$ cat src/rtl/m3ds_sram_port_arbiter.sv
// Two-requester arbiter for one AHB2SRAM bank port: round-robin on ties, optional
// locked bursts capped at MAX_BURST while the other side waits, 1-cycle read return.
module m3ds_sram_port_arbiter #(
    parameter int AW        = 13,
    parameter int DW        = 32,
    parameter int MAX_BURST = 8
) (
    input  logic              SRAMHCLK,
    input  logic              SRAMHRESET,
    input  logic              M0REQ,
    input  logic              M0LOCK,
    input  logic [AW-1:0]     M0ADDR,
    input  logic [DW/8-1:0]   M0WREN,
    input  logic [DW-1:0]     M0WDATA,
    output logic              M0GNT,
    output logic              M0RVALID,
    output logic [DW-1:0]     M0RDATA,
    input  logic              M1REQ,
    input  logic              M1LOCK,
    input  logic [AW-1:0]     M1ADDR,
    input  logic [DW/8-1:0]   M1WREN,
    input  logic [DW-1:0]     M1WDATA,
    output logic              M1GNT,
    output logic              M1RVALID,
    output logic [DW-1:0]     M1RDATA,
    output logic [AW-1:0]     SRAMADDR,
    output logic [DW/8-1:0]   SRAMWREN,
    output logic [DW-1:0]     SRAMWDATA,
    output logic              SRAMCS,
    input  logic [DW-1:0]     SRAMRDATA
);

    localparam int CW = $clog2(MAX_BURST + 1);
    localparam logic [CW-1:0] BURST_LIMIT = CW'(MAX_BURST);

    logic          r_rr_ptr;
    logic          r_lock_own;
    logic          r_lock_id;
    logic [CW-1:0] r_burst_cnt;
    logic [1:0]    r_rd_pend;

    logic          w_own_req;
    logic          w_oth_req;
    logic          w_hold;
    logic          w_break;
    logic          w_gnt0;
    logic          w_gnt1;
    logic          w_any;
    logic          w_win_lock;
    logic          w_rd0;
    logic          w_rd1;

    // Grant selection: lock hold first, then single request, then round-robin tie.
    always_comb begin
        w_own_req = r_lock_id ? M1REQ : M0REQ;
        w_oth_req = r_lock_id ? M0REQ : M1REQ;
        w_hold    = 1'b0;
        w_break   = 1'b0;
        w_gnt0    = 1'b0;
        w_gnt1    = 1'b0;
        if (r_lock_own && w_own_req) begin
            if (w_oth_req && (r_burst_cnt == BURST_LIMIT)) begin
                w_break = 1'b1;
                w_gnt0  = r_lock_id;
                w_gnt1  = ~r_lock_id;
            end else begin
                w_hold = 1'b1;
                w_gnt0 = ~r_lock_id;
                w_gnt1 = r_lock_id;
            end
        end else if (M0REQ && M1REQ) begin
            w_gnt0 = ~r_rr_ptr;
            w_gnt1 = r_rr_ptr;
        end else begin
            w_gnt0 = M0REQ;
            w_gnt1 = M1REQ;
        end
        if (SRAMHRESET) begin
            w_hold  = 1'b0;
            w_break = 1'b0;
            w_gnt0  = 1'b0;
            w_gnt1  = 1'b0;
        end
    end

    assign w_any      = w_gnt0 | w_gnt1;
    assign w_win_lock = (w_gnt0 & M0LOCK) | (w_gnt1 & M1LOCK);
    assign w_rd0      = w_gnt0 && (M0WREN == '0);
    assign w_rd1      = w_gnt1 && (M1WREN == '0);

    assign M0GNT = w_gnt0;
    assign M1GNT = w_gnt1;

    // Idle cycles drive zeros so the SRAM port never sees a stale address.
    always_comb begin
        SRAMCS    = w_any;
        SRAMADDR  = '0;
        SRAMWREN  = '0;
        SRAMWDATA = '0;
        if (w_gnt0) begin
            SRAMADDR  = M0ADDR;
            SRAMWREN  = M0WREN;
            SRAMWDATA = M0WDATA;
        end else if (w_gnt1) begin
            SRAMADDR  = M1ADDR;
            SRAMWREN  = M1WREN;
            SRAMWDATA = M1WDATA;
        end
    end

    always_ff @(posedge SRAMHCLK) begin
        if (SRAMHRESET) begin
            r_rr_ptr    <= 1'b0;
            r_lock_own  <= 1'b0;
            r_lock_id   <= 1'b0;
            r_burst_cnt <= '0;
            r_rd_pend   <= 2'b00;
        end else begin
            r_rd_pend <= {w_rd1, w_rd0};
            if (w_any) begin
                r_rr_ptr <= w_gnt0;
                if (w_win_lock && !w_break) begin
                    r_lock_own <= 1'b1;
                    r_lock_id  <= w_gnt1;
                end else begin
                    r_lock_own <= 1'b0;
                end
                // Only a continued hold against a waiting requester counts toward the cap.
                if (w_hold && w_oth_req && w_win_lock) begin
                    if (r_burst_cnt != BURST_LIMIT) begin
                        r_burst_cnt <= r_burst_cnt + CW'(1);
                    end
                end else begin
                    r_burst_cnt <= '0;
                end
            end else begin
                r_lock_own  <= 1'b0;
                r_burst_cnt <= '0;
            end
        end
    end

    assign M0RVALID = r_rd_pend[0] & ~SRAMHRESET;
    assign M1RVALID = r_rd_pend[1] & ~SRAMHRESET;
    assign M0RDATA  = M0RVALID ? SRAMRDATA : '0;
    assign M1RDATA  = M1RVALID ? SRAMRDATA : '0;

endmodule

$ cat config.mk
export PLATFORM = sky130hd
export DESIGN_NAME = m3ds_sram_port_arbiter
export DESIGN_NICKNAME = d
export VERILOG_FILES = /design/src/rtl/m3ds_sram_port_arbiter.sv
export SDC_FILE = /design/constraint.sdc
export NUM_CORES = 1
export LEC_CHECK = 0
export ABC_AREA = 1
export ABC_CLOCK_PERIOD_IN_PS = 2300
export CORE_AREA = 2 2 97 99
export DETAILED_ROUTE_END_ITERATION = 6
export DIE_AREA = 0 0 99 101
export PLACE_DENSITY = 0.72
export SYNTH_ARGS = -nofsm -noshare
export SYNTH_HDL_FRONTEND = slang
export SYNTH_SLANG_ARGS = --single-unit
export TNS_END_PERCENT = 20
$ cat constraint.sdc
create_clock -name SRAMHCLK -period 2.3 [get_ports SRAMHCLK]
set_input_delay 0.345 -clock SRAMHCLK [delete_from_list [all_inputs] [get_ports SRAMHCLK]]
set_output_delay 0.345 -clock SRAMHCLK [all_outputs]
set_load 0.01 [all_outputs]
==> results.md <==
* M1 wire length at around 3700 um
* Ant diodes at 0
* Post-Syn Area per Cell at about 6.1 um^2
* DR vias/cell at ~4.4
* Worst EP required at between 1500 and 2000 ps
* Routed WL at roughly 10000 um
* Total GRT Usage at 0.172
* Skew final at around 5.1 ps
* #FFs+latches synth at 9
* Worst-Skew Late Latency at approximately 230 ps
* Met2 WL at 5520 um
* H-tree levels at 1
* First-pass GRT wire length at roughly 14000 um
* Final setup fails at 20
* Iteration-0 DRC count of the detailed router at 44
* Number of port buffers at 253
* Die span in x at ~100 um
* Die area at 10000 um^2
* CTS Buffer Depth at 2
* RSZ-0062 raised after global routing: true
* Power Density at approximately 230 nW/um^2
* Routed Antenna Nets at 0
* Total Nets Final at 662
* Ys flop type: dfxtp_1
* FP Rows at 35
* Number of enable flip-flop cells after synthesis at 0
* Cts bufs inserted at 3
* IO Count at approximately 250
* Yosys Warn Count at 0
* Largest net degree at the start of global routing at 30
* DP HPWL at ~7800 um
* Netlist Area Pre-Place at around 1500 um^2
* Pre-antenna DRT Iters at 4
* Worst-Margin Slew at approximately 250 ps
* Syn_nets at 379
* P_leak at about 2.3 nW
* Reg2reg start: r_burst_cnt[1]
* Critical Path Source Type: flop
* Post-Place Worst Slack at -497 ps
* DR vias at approximately 2800
* Top sig layer: met4
* Crit path DAT at just under 2000 ps
* Total grt overflow at 0
* Worst rel slew slack at 0.835
* Met3 routed WL at 797 um
* CP max FO at 9
* Final Wtd Congestion at 0.824
* Crit path capture type: output port
* CTS tree: yes
* Area Overhead vs Synth at 205%
* Synth async-reset ratio at 0
* WL per Instance at 15.8 um
* Starting density of the core at 0.163
* Failing checks: negative setup slack
* Clock root buffer: clkbuf_8
* CP startpoint: r_burst_cnt[1]
* Layout Utilization at 0.496
* Final Hold Viols at 0
* Die height at slightly above 100 um
* Path type of the worst setup path: reg2out
* Ratio of cells with drive above 1 in the final layout at 0.239
* Drc violations at 0
* Hold Buf Count CTS at 0
* Synth Instances at about 240
* F_max at 431 MHz
* Initial antenna violation count at 0
* Final Cycle Share at 1.01
* Max Cap Viol at 0
* Fin crit period at 2320 ps
* Hold path start: r_rr_ptr
* Status: complete, but fails checks
* Netlist cell types at 24
* Vias in the first global route at 2719
* Worst hold path type: reg2reg
* Reg2reg setup slack at ~80 ps
* Final setup margin at -21.6 ps
* Worst ir drop on vdd at 0.167 mV
* Core Footprint at about 9000 um^2
* Register area share after synthesis at 0.123
* Slew Viols, Final at 0
* Clk slew on worst S/H paths at ~50 ps
* Num Clock Sinks at 9
## cells in the mapped netlist, types with 2 or more instances
library cell / n / share of area
nor2_1: 73 / 0.19
a22o_1: 47 / 0.28
inv_1: 43 / 0.11
nand2_1: 13 / 0.033
dfxtp_1: 9 / 0.12
clkbuf_1: 6 / 0.015
buf_2: 5 / 0.017
buf_6: 5 / 0.039
nand3_1: 5 / 0.017
a21oi_1: 4 / 0.014
inv_2: 4 / 0.010
nand2_2: 4 / 0.017
nand4_1: 4 / 0.017
nand3_2: 3 / 0.021
ha_1: 2 / 0.017
nor2_4: 2 / 0.015
nor4_1: 2 / 0.0086
o21ai_0: 2 / 0.0069
o22ai_1: 2 / 0.0086
xor2_1: 2 / 0.012
## state kept, by name, summed over array words and instances, names as in the netlist
name         count
r_lock_own       1
r_lock_id        1
r_burst_cnt      4
r_rd_pend        2
r_rr_ptr         1
## where the power goes
part	total [mW]	internal, mW	leakage, nW	switching [mW]
registers	0.167	0.162	0.0745	0.00524
logic	0.691	0.417	2.15	0.274
clock network	0.185	0.121	0.0228	0.0640
total	1.04	0.700	2.25	0.343
## cell families after synthesis
kind of cell / share of synthesized area
DFF: 0.123
buffers and inverters: 0.192
AOI/OAI and AO/OA: 0.326
adders and majority gates: 0.0171
and+or+nand+nor: 0.329
xor gates and xnor gates: 0.0120
## cells in the final DEF, fill, tap and decap left out, types with 3 or more instances in the layout
cell / synthesis / layout
buf_2: 5 / 44
nand4_1: 4 / 4
inv_2: 4 / 4
clkbuf_8: 0 / 3
clkdlybuf4s50_1: 0 / 188
nand2_4: 0 / 3
nand3_4: 1 / 4
a22o_1: 47 / 47
clkbuf_16: 0 / 3
nor2_1: 73 / 71
nand2_1: 13 / 8
nand3_1: 5 / 3
buf_4: 0 / 28
a21oi_1: 4 / 4
buf_6: 5 / 6
inv_1: 43 / 40
nand2_2: 4 / 6
dlymetal6s2s_1: 0 / 9
dfxtp_2: 0 / 3
buf_12: 0 / 6
dfxtp_1: 9 / 6
dlygate4sd2_1: 0 / 5
## metal layers
layer	vias to the layer above	global-route usage
li1	1361	-
met1	1267	0.191
met2	151	0.345
met3	4	0.0381
met4	0	0.0126
met5	-	0
## cell type report
| class | count | area (um^2) |
|---|---|---|
| tap | 111 | 139 |
| sequential | 9 | 184 |
| fill | 862 | 4520 |
| clock buffer | 4 | 45.0 |
| inverter | 47 | 194 |
| multi-input combinational | 169 | 1080 |
| timing repair buffer | 294 | 2810 |
## worst paths after layout
| path | endpoint | depth (start not counted) |
|---|---|---|
| worst min register to register | r_rr_ptr | 2 |
| worst max register to register | r_burst_cnt[3] | 16 |
| worst min-delay path | r_rr_ptr | 2 |
| worst max-delay path | SRAMWREN[2] | 13 |
## per-stage QoR
stage	instances	power [mW]	cell area, um^2	setup TNS (ps)	hold slack, ps
finish	634	1.04	4450	-169	529
global route	634	1.10	4450	-3650	552
CTS	629	0.997	4240	-715	536
detailed placement	609	0.860	4240	-25870	506
global placement	609	0.853	4240	-24590	492
floorplan	241	0.403	1460	0	417
## worst max-delay path, cell delays in order, from the launching register on
cell and delay (ps):
dfxtp_2 320, inv_2 70, ha_4 140, nand2_4 50
nor2_4 130, nand2_2 80, buf_6 130, nand2_4 50
nand3_4 70, nand3_4 100, inv_8 60, buf_16 140
a22o_1 230, buf_2 140
## what timing repair did
action | 4_1_cts | 5_1_grt
pin swaps | 6 | 5
buffers inserted | 14 | 4
gates cloned | 2 | 3
resized for setup | 210 | 46
endpoints found under the setup margin | 118 | 115
Note: power is estimated with default switching activity, not from simulation.
